<file path="src/rtl/sysid_check_if.sv">
// sysid_check_if: Avalon-MM read-only link between the sysid checker and the sysid slave.
interface sysid_check_if;
    logic        address;
    logic        read;
    logic        waitrequest;
    logic [31:0] readdata;
    modport master (output address, read, input waitrequest, readdata);
    modport slave (input address, read, output waitrequest, readdata);
endinterface

</file>
<file path="src/rtl/sysid_check.sv">
// sysid_check: reads the sysid ID and timestamp words and compares them to expected values.
module sysid_check #(
    parameter logic [31:0] EXPECTED_ID    = 32'd590062172,
    parameter logic [31:0] EXPECTED_TS    = 32'd1328122208,
    parameter int          TIMEOUT_CYCLES = 255
) (
    input  logic                 clk,
    input  logic                 reset,
    input  logic                 start,
    sysid_check_if.master        avm,
    output logic                 busy,
    output logic                 done,
    output logic                 id_ok,
    output logic                 ts_ok,
    output logic                 timeout,
    output logic [31:0]          id_value,
    output logic [31:0]          ts_value
);
    localparam logic [15:0] TMAX = 16'(TIMEOUT_CYCLES);
    typedef enum logic [1:0] {IDLE, RD_ID, RD_TS, FINISH} state_t;
    state_t      state, state_n;
    logic [15:0] cnt, cnt_n;
    logic        id_ok_n, ts_ok_n, timeout_n;
    logic [31:0] id_value_n, ts_value_n;
    always_comb begin
        state_n    = state;
        cnt_n      = cnt;
        id_ok_n    = id_ok;
        ts_ok_n    = ts_ok;
        timeout_n  = timeout;
        id_value_n = id_value;
        ts_value_n = ts_value;
        case (state)
            IDLE: if (start) begin
                state_n    = RD_ID;
                cnt_n      = '0;
                id_ok_n    = 1'b0;
                ts_ok_n    = 1'b0;
                timeout_n  = 1'b0;
                id_value_n = '0;
                ts_value_n = '0;
            end
            RD_ID, RD_TS: begin
                // acceptance wins over the limit, even when the counter sits at TMAX
                if (!avm.waitrequest) begin
                    cnt_n = '0;
                    if (state == RD_ID) begin
                        id_value_n = avm.readdata;
                        id_ok_n    = avm.readdata == EXPECTED_ID;
                        state_n    = RD_TS;
                    end else begin
                        ts_value_n = avm.readdata;
                        ts_ok_n    = avm.readdata == EXPECTED_TS;
                        state_n    = FINISH;
                    end
                end else if (cnt == TMAX) begin
                    timeout_n = 1'b1;
                    state_n   = FINISH;
                end else
                    cnt_n = cnt + 16'd1;
            end
            FINISH: state_n = IDLE;
            default: state_n = IDLE;
        endcase
    end
    // bus and status outputs are registered copies of the next state
    always_ff @(posedge clk or posedge reset) begin
        if (reset) begin
            state       <= IDLE;
            cnt         <= '0;
            avm.read    <= 1'b0;
            avm.address <= 1'b0;
            busy        <= 1'b0;
            done        <= 1'b0;
            id_ok       <= 1'b0;
            ts_ok       <= 1'b0;
            timeout     <= 1'b0;
            id_value    <= '0;
            ts_value    <= '0;
        end else begin
            state       <= state_n;
            cnt         <= cnt_n;
            avm.read    <= state_n == RD_ID || state_n == RD_TS;
            avm.address <= state_n == RD_TS;
            busy        <= state_n != IDLE;
            done        <= state_n == FINISH;
            id_ok       <= id_ok_n;
            ts_ok       <= ts_ok_n;
            timeout     <= timeout_n;
            id_value    <= id_value_n;
            ts_value    <= ts_value_n;
        end
    end
endmodule
</file>
<file path="src/flat_wrapper.sv">
// flat-port wrapper written by rule: the top's interface ports become plain ports
module sysid_check_flat 
#(
    parameter logic [31:0] EXPECTED_ID    = 32'd590062172,
    parameter logic [31:0] EXPECTED_TS    = 32'd1328122208,
    parameter int          TIMEOUT_CYCLES = 255
)
  (clk, reset, start, busy, done, id_ok, ts_ok, timeout, id_value, ts_value, avm_address, avm_read, avm_waitrequest, avm_readdata);
  sysid_check_if avm_i ();
  input  logic clk;
  input  logic reset;
  input  logic start;
  output logic busy;
  output logic done;
  output logic id_ok;
  output logic ts_ok;
  output logic timeout;
  output logic [31:0] id_value;
  output logic [31:0] ts_value;
  output wire logic [$bits(avm_i.address)-1:0] avm_address;
  output wire logic [$bits(avm_i.read)-1:0] avm_read;
  input wire logic [$bits(avm_i.waitrequest)-1:0] avm_waitrequest;
  input wire logic [$bits(avm_i.readdata)-1:0] avm_readdata;
  assign avm_address = avm_i.address;
  assign avm_read = avm_i.read;
  assign avm_i.waitrequest = avm_waitrequest;
  assign avm_i.readdata = avm_readdata;
  sysid_check #(.EXPECTED_ID(EXPECTED_ID), .EXPECTED_TS(EXPECTED_TS), .TIMEOUT_CYCLES(TIMEOUT_CYCLES)) u_core (.clk(clk), .reset(reset), .start(start), .avm(avm_i), .busy(busy), .done(done), .id_ok(id_ok), .ts_ok(ts_ok), .timeout(timeout), .id_value(id_value), .ts_value(ts_value));
endmodule
</file>
<file path="config.mk">
export PLATFORM = sky130hd
export DESIGN_NAME = sysid_check_flat
export DESIGN_NICKNAME = d
export VERILOG_FILES = /design/src/rtl/sysid_check_if.sv /design/src/rtl/sysid_check.sv /design/src/flat_wrapper.sv
export SDC_FILE = /design/constraint.sdc
export NUM_CORES = 1
export LEC_CHECK = 0
export CAP_MARGIN = 25
export CELL_PAD_IN_SITES_DETAIL_PLACEMENT = 1
export CELL_PAD_IN_SITES_GLOBAL_PLACEMENT = 2
export CORE_MARGIN = 1
export CORE_UTILIZATION = 31
export CTS_CLUSTER_DIAMETER = 150
export DETAILED_ROUTE_END_ITERATION = 8
export PLACE_DENSITY_LB_ADDON = 0.1
export SYNTH_ARGS = -nofsm -noshare
export SYNTH_HDL_FRONTEND = slang
export SYNTH_SLANG_ARGS = --single-unit
</file>
<file path="constraint.sdc">
create_clock -name clk -period 6 [get_ports clk]
set_clock_uncertainty 0.15 [all_clocks]
set_input_delay 0.9 -clock clk [delete_from_list [all_inputs] [get_ports clk]]
set_output_delay 0.9 -clock clk [all_outputs]
set_load 0.01 [all_outputs]
</file>
==> out/results.ini, run 1 <==
[timing]
layout_min_cycle_time_ns = 2.860
maxSlewViolCount = 0
worstMarginPinSlew_ns = 0.8677
setup_slack_ns = 3.140
rsz0062_at_grt = false
fin_tns_setup_ns = 0
hold_violations = 0
max_freq_ghz = 0.3496
whs_ns = 0.3241
fin_crit_sh_pct = 47.67
finalSetupViolations = 0
relSlewSlack_pct = 42.15

[setup_path]
start_kind = flip-flop
critical_path.most_common_cell = nand3_1
crit_chain = inv_1 > ha_1 > buf_4 > and2_1 > nand3_1 > or4_1 > nand3_1
crit_fanout = 40
critPathKind = reg -> reg
crit_slowest_cell = or4_1
worst_ep_required_time_ns = 6.13
critical_path_buf_inv_count = 2
cpPeakStageDelay_ns = 0.58
critPathTopFamily = simple AND/OR/NAND/NOR gates
cp-end-kind = flip-flop
cp_data_arrival_time_ns = 2.99

[routing]
wirelength_mm = 11.32
dr.max_layer_used = met4
detailroute.wirelength.met3_microns = 687
wl_per_cell_microns = 16.50
dr.pass1.iters = 6
drc_errors = 0
wl_met1_mm = 5.451
vias = 3416
viasPerCell = 4.980
drt_iter0_drc = 142
wl_met2_mm = 5.044
ant_nets = 0

[logic_synthesis]
yosysTopAreaCellShare_pct = 56.81
yosys-top-cells-count = 117 x nand2_1, 89 x dfrtp_1, 70 x o21ai_0
yosysMostFrequentCell = nand2_1
synth_edf_count = 0
ys_async_sr_fraction_pct = 100.0
synth_flop_cell = dfrtp_1
yosysWarnings = 0
synth_nets = 458
synthDistinctLibCells = 43
yosys.area.top_type = dfrtp_1
synth_cells = 415
avgSynthCellArea_sq_um = 9.446
yosysSeqAreaShare_pct = 56.81
ys_ff_latch = 89
synth_area_leaders = dfrtp_1 57%, nand2_1 11%, o21ai_0 8.9%
mappedNetlistArea_sq_mm = 0.003920

[run_status]
status = completed

[floorplanning]
dieArea_sq_mm = 0.01310
die_w_microns = 114.5
dieHeight_microns = 114.5
rows = 40
coreArea_sq_mm = 0.01216
io_pins = 107
start_util_pct = 32.23

[cts]
cts_setup_buffers = 0
cts-resized-gates = 0
ctsRootBufferMaster = clkbuf_16
clk_latency_ns = 0.34
htreeDepth = 3
clk_pin_slew_ns = 0.07
numCtsBuffers = 9
cts_tree = yes
cts.sink_count = 89
hold_buffers = 0
cts_max_path_buffers = 2

[global_route]
first_global_vias = 3512
gr-usage-all-layers_pct = 18.71
grt_pass1_wl_mm = 18.62
overflow = 0
antenna_found_initial = 0
grt_max_degree = 68

[finish]
drive_gt1_share_pct = 5.212
seq_area_sq_mm = 0.002227
fill_cells = 1390
finish.net_count = 556
syn2layout_area_growth_pct = 39.13
fin_util_pct = 44.85
multi_input_area_sq_mm = 0.001567
stdcell_count = 686
final_area_sq_mm = 0.005454
num_antenna_cells = 0

[place]
dp_slack_ns = 2.851
place_hpwl_mm = 7.938
dp.cells = 669
routabilityCongestion = 0.8057
portBuffers = 106
place_area_sq_mm = 0.005115

[power]
p_leak_nw = 2.297
fin_total_pwr_mw = 2.813
max-vdd-ir-drop_mv = 0.3445
p_per_area_mw_per_mm2 = 515.8

[run]
maxCapViolCount = 0

[hold_path]
hold_class = reg -> reg

-- sequential cells by signal, indices dropped and copies added (netlist names) --
signal and flops:
u_core.state 2, u_core.timeout 1, u_core.id_ok 1, u_core.cnt 16, u_core.avm.read 1, u_core.busy 1
u_core.done 1, u_core.id_value 32, u_core.ts_ok 1, u_core.ts_value 32, u_core.avm.address 1
-- final cells by class --
class,instances,share of cell area (%)
Clock buffer,9,4.129
Multi-Input combinational cell,296,28.72
Sequential cell,89,40.84
Timing Repair Buffer,110,20.23
Clock inverter,7,1.721
Inverter,7,0.5047
Tap cell,168,3.854
-- cell usage in the layout (no fill, tap or decap), drive strengths merged, types with 4 or more instances in the layout --
| cell | netlist | final |
|---|---|---|
| o21ai | 72 | 72 |
| nand4 | 6 | 6 |
| nor2 | 9 | 9 |
| or4 | 6 | 6 |
| ha | 7 | 7 |
| o311ai | 4 | 4 |
| inv | 7 | 7 |
| nand2 | 117 | 117 |
| clkdlybuf4s50 | 0 | 106 |
| nor3 | 4 | 4 |
| a21oi | 6 | 6 |
| clkbuf | 16 | 9 |
| and3 | 4 | 4 |
| dfrtp | 89 | 89 |
| nand3 | 16 | 16 |
| o211ai | 4 | 4 |
| nor4 | 7 | 7 |
| buf | 7 | 4 |
| a31oi | 4 | 4 |
-- worst reg2reg max path, stage by stage, from the launching register on --
cell     delay [ns]
dfrtp_1        0.37
inv_1          0.09
ha_1           0.28
buf_4          0.40
and2_1         0.47
nand3_1        0.37
or4_1          0.59
nand3_1        0.09
-- power by group --
| part | leakage (nW) | internal (mW) | switching, mW | total [mW] |
|---|---|---|---|---|
| sequential | 1.17 | 0.794 | 0.0983 | 0.892 |
| combinational | 0.972 | 0.519 | 0.792 | 1.31 |
| clock | 0.152 | 0.365 | 0.245 | 0.610 |
| total | 2.30 | 1.68 | 1.14 | 2.81 |
-- path summary, 6_finish.rpt --
kind / startpoint / endpoint / slack [ns] / cells past startpoint
setup / recovery: u_core.state[0] / u_core.cnt[11] / 3.14 / 7
hold / removal: u_core.id_value[2] / u_core.id_value[2] / 0.32 / 2
setup reg to reg: u_core.state[0] / u_core.cnt[11] / 3.14 / 7
hold reg to reg: u_core.id_value[2] / u_core.id_value[2] / 0.32 / 2
max in group asynchronous: reset / u_core.id_value[17] / 3.80 / 3
min in group asynchronous: reset / u_core.ts_value[23] / 0.70 / 2
-- cell families after synthesis --
| logic type | share of synthesized area (%) |
|---|---|
| buffers and inverters | 3.256 |
| muxes | 0.2554 |
| AOI/OAI and AO/OA | 15.83 |
| adders and majority gates | 2.234 |
| DFF | 56.81 |
| and+or+nand+nor | 21.61 |
-- per-layer routing --
layer  vias up  track usage (%)
met4         0            6.753
met5         -                0
met2        81            28.08
li1       1659                -
met1      1665            25.29
met3        11            5.982
Power figures use the tool's default switching activity.
==> inputs of run 2 (changes only) <==
--- a/config.mk
+++ b/config.mk
@@ -9,7 +9,7 @@
 export CELL_PAD_IN_SITES_DETAIL_PLACEMENT = 1
 export CELL_PAD_IN_SITES_GLOBAL_PLACEMENT = 2
 export CORE_MARGIN = 1
-export CORE_UTILIZATION = 31
+export CORE_UTILIZATION = 29
 export CTS_CLUSTER_DIAMETER = 150
 export DETAILED_ROUTE_END_ITERATION = 8
 export PLACE_DENSITY_LB_ADDON = 0.1
==> constraint.sdc (replaced) <==
create_clock -name clk -period 2.8 [get_ports clk]
set_clock_uncertainty 0.15 [all_clocks]
set_input_delay 0.42 -clock clk [delete_from_list [all_inputs] [get_ports clk]]
set_output_delay 0.42 -clock clk [all_outputs]
set_load 0.01 [all_outputs]
==> run 2 against run 1 <==
Against the previous run: critical path depth shrank 1; global-route usage shrank 0.49 points; wire length grew 5.0%; worst setup slack lost 2.8 ns; largest power group unchanged; sequential share of layout area shrank 0.41 points.
==> out/results.ini, run 2 (same netlist as run 1, synthesis figures left out) <==
[floorplanning]
dieHeight_microns = 118.3  ; was 114.5 microns
rows = 42  ; was 40
die_w_microns = 118.3  ; was 114.5 microns
start_util_pct = 29.72  ; was 32.23%
io_pins = 107  ; unchanged
coreArea_sq_mm = 0.01319  ; was 0.01216 sq mm
dieArea_sq_mm = 0.01399  ; was 0.01310 sq mm

[timing]
whs_ns = 0.3061  ; was 0.3241 ns
rsz0062_at_grt = false  ; unchanged
layout_min_cycle_time_ns = 2.445  ; was 2.860 ns
relSlewSlack_pct = 58.94  ; was 42.15%
fin_crit_sh_pct = 87.34  ; was 47.67%
hold_violations = 0  ; unchanged
max_freq_ghz = 0.4089  ; was 0.3496 GHz
fin_tns_setup_ns = 0  ; unchanged
worstMarginPinSlew_ns = 0.6159  ; was 0.8677 ns
maxSlewViolCount = 0  ; unchanged
finalSetupViolations = 0  ; unchanged

[setup_path]
crit_fanout = 9  ; was 40
cp-end-kind = flip-flop  ; unchanged
start_kind = flip-flop  ; unchanged
critPathKind = reg -> reg  ; unchanged
cp_data_arrival_time_ns = 2.59  ; was 2.99 ns
worst_ep_required_time_ns = 2.95  ; was 6.13 ns

[cts]
clk_latency_ns = 0.35  ; was 0.34 ns
cts_tree = yes  ; unchanged
htreeDepth = 3  ; unchanged
clk_pin_slew_ns = 0.07  ; about the same
numCtsBuffers = 9  ; unchanged
ctsRootBufferMaster = clkbuf_16  ; unchanged
cts-resized-gates = 0  ; unchanged
cts.sink_count = 89  ; unchanged
hold_buffers = 0  ; unchanged
cts_max_path_buffers = 2  ; unchanged
cts_setup_buffers = 0  ; unchanged

[routing]
ant_nets = 0  ; unchanged
wl_per_cell_microns = 17.00  ; was 16.50 microns
wirelength_mm = 11.89  ; was 11.32 mm
viasPerCell = 4.953  ; was 4.980
dr.pass1.iters = 4  ; was 6
drc_errors = 0  ; unchanged
vias = 3462  ; was 3416
drt_iter0_drc = 188  ; was 142

[finish]
num_antenna_cells = 0  ; unchanged
layout_commonest_cell = nand2_1  ; unchanged
seq_area_sq_mm = 0.002227  ; unchanged
syn2layout_area_growth_pct = 40.54  ; was 39.13%
finish.net_count = 561  ; was 556
largestRegisters = u_core.id_value x32, u_core.ts_value x32, u_core.cnt x16  ; unchanged
drive_gt1_share_pct = 6.119  ; was 5.212%
layout_common_cells = 117 x nand2_1, 106 x clkdlybuf4s50_1, 89 x dfrtp_1  ; unchanged
multi_input_area_sq_mm = 0.001567  ; unchanged
fill_cells = 1533  ; was 1390

[hold_path]
hold_class = in -> async  ; was reg -> reg

[power]
switching_power_mw = 2.493  ; was 1.135 mW
max-vdd-ir-drop_mv = 0.4469  ; was 0.3445 mV
p_per_area_mw_per_mm2 = 1104  ; was 515.8 mW/mm^2
swShare_pct = 41.00  ; was 40.36%
p_comb_share_pct = 47.6  ; was 46.6%
p_leak_nw = 2.320  ; was 2.297 nW
clkPwrFrac_pct = 20.9  ; was 21.7%
pwr-share-seq_pct = 31.5  ; was 31.7%
intPower_mw = 3.587  ; was 1.678 mW

[global_route]
grt_pass1_wl_mm = 19.85  ; was 18.62 mm
first_global_vias = 3677  ; was 3512
grt_max_degree = 67  ; was 68
overflow = 0  ; unchanged
antenna_found_initial = 0  ; unchanged
gr-usage-all-layers_pct = 18.22  ; was 18.71%

[place]
place_hpwl_mm = 8.406  ; was 7.938 mm
routabilityCongestion = 0.7684  ; was 0.8057
portBuffers = 106  ; unchanged

[run]
maxCapViolCount = 0  ; unchanged

[run_status]
status = completed  ; unchanged

run 2: metal layers:
layer | track usage, % | part of all wire [%] | vias to the layer above
met5 | 0 | 0 | -
li1 | - | - | 1670
met4 | 6.330 | 1.6 | 0
met3 | 5.743 | 5.9 | 14
met1 | 22.75 | 45 | 1707
met2 | 29.63 | 48 | 71
run 2: metrics by stage:
step                instances  total power, mW  utilization [%]  setup WS [ns]  cell area (sq um)
floorplan                 415            3.495                -         0.7330               3924
global placement          683            4.807            39.40         0.3417               5197
detailed placement        683            4.897            39.40         0.2505               5197
CTS                       699            6.191            41.77         0.3469               5509
global route              699            6.589            41.77         0.2010               5509
finish                    699            6.080            41.77         0.3545               5509
run 2: critical path, stage by stage, from the launching register on:
cell and delay (ns):
dfrtp_1 0.46, nor4_1 0.47, nand4_1 0.28, and3_1 0.30
o32ai_1 0.37, ha_1 0.31, inv_1 0.05
run 2: layout make-up:
class | instances | area share [%]
Multi-Input combinational cell | 296 | 28.44
Inverter | 7 | 0.5451
Sequential cell | 89 | 40.43
Timing Repair Buffer | 115 | 20.94
Tap cell | 176 | 3.997
Clock inverter | 6 | 1.317
Clock buffer | 10 | 4.338
run 2: path summary, 6_finish.rpt:
| path | start | end | slack [ns] | cells after the start |
|---|---|---|---|---|
| max | u_core.cnt[8] | u_core.avm.read | 0.35 | 6 |
| min | reset | u_core.id_value[23] | 0.31 | 2 |
| max reg2reg | u_core.cnt[8] | u_core.avm.read | 0.35 | 6 |
| min reg2reg | u_core.id_value[6] | u_core.id_value[6] | 0.33 | 2 |
| max in group asynchronous | reset | u_core.ts_value[27] | 1.55 | 3 |
| min in group clk | u_core.id_value[6] | u_core.id_value[6] | 0.33 | 2 |
run 2: power by group through the flow:
stage                     Clock, mW  Combinational, mW  Sequential [mW]
after floorplan                   0               1.42             2.07
after global placement            0               2.88             1.92
after detailed placement          0               2.96             1.93
after CTS                      1.31               2.96             1.92
after global routing           1.36               3.26             1.97
final                          1.27               2.89             1.91
==> inputs of run 3 (changes only) <==
--- a/config.mk
+++ b/config.mk
@@ -5,7 +5,7 @@
 export SDC_FILE = /design/constraint.sdc
 export NUM_CORES = 1
 export LEC_CHECK = 0
-export CAP_MARGIN = 25
+export CAP_MARGIN = 20
 export CELL_PAD_IN_SITES_DETAIL_PLACEMENT = 1
 export CELL_PAD_IN_SITES_GLOBAL_PLACEMENT = 2
 export CORE_MARGIN = 1
==> results of run 3 <==
The final DEF is identical to that of run 2; final timing and power are the same.
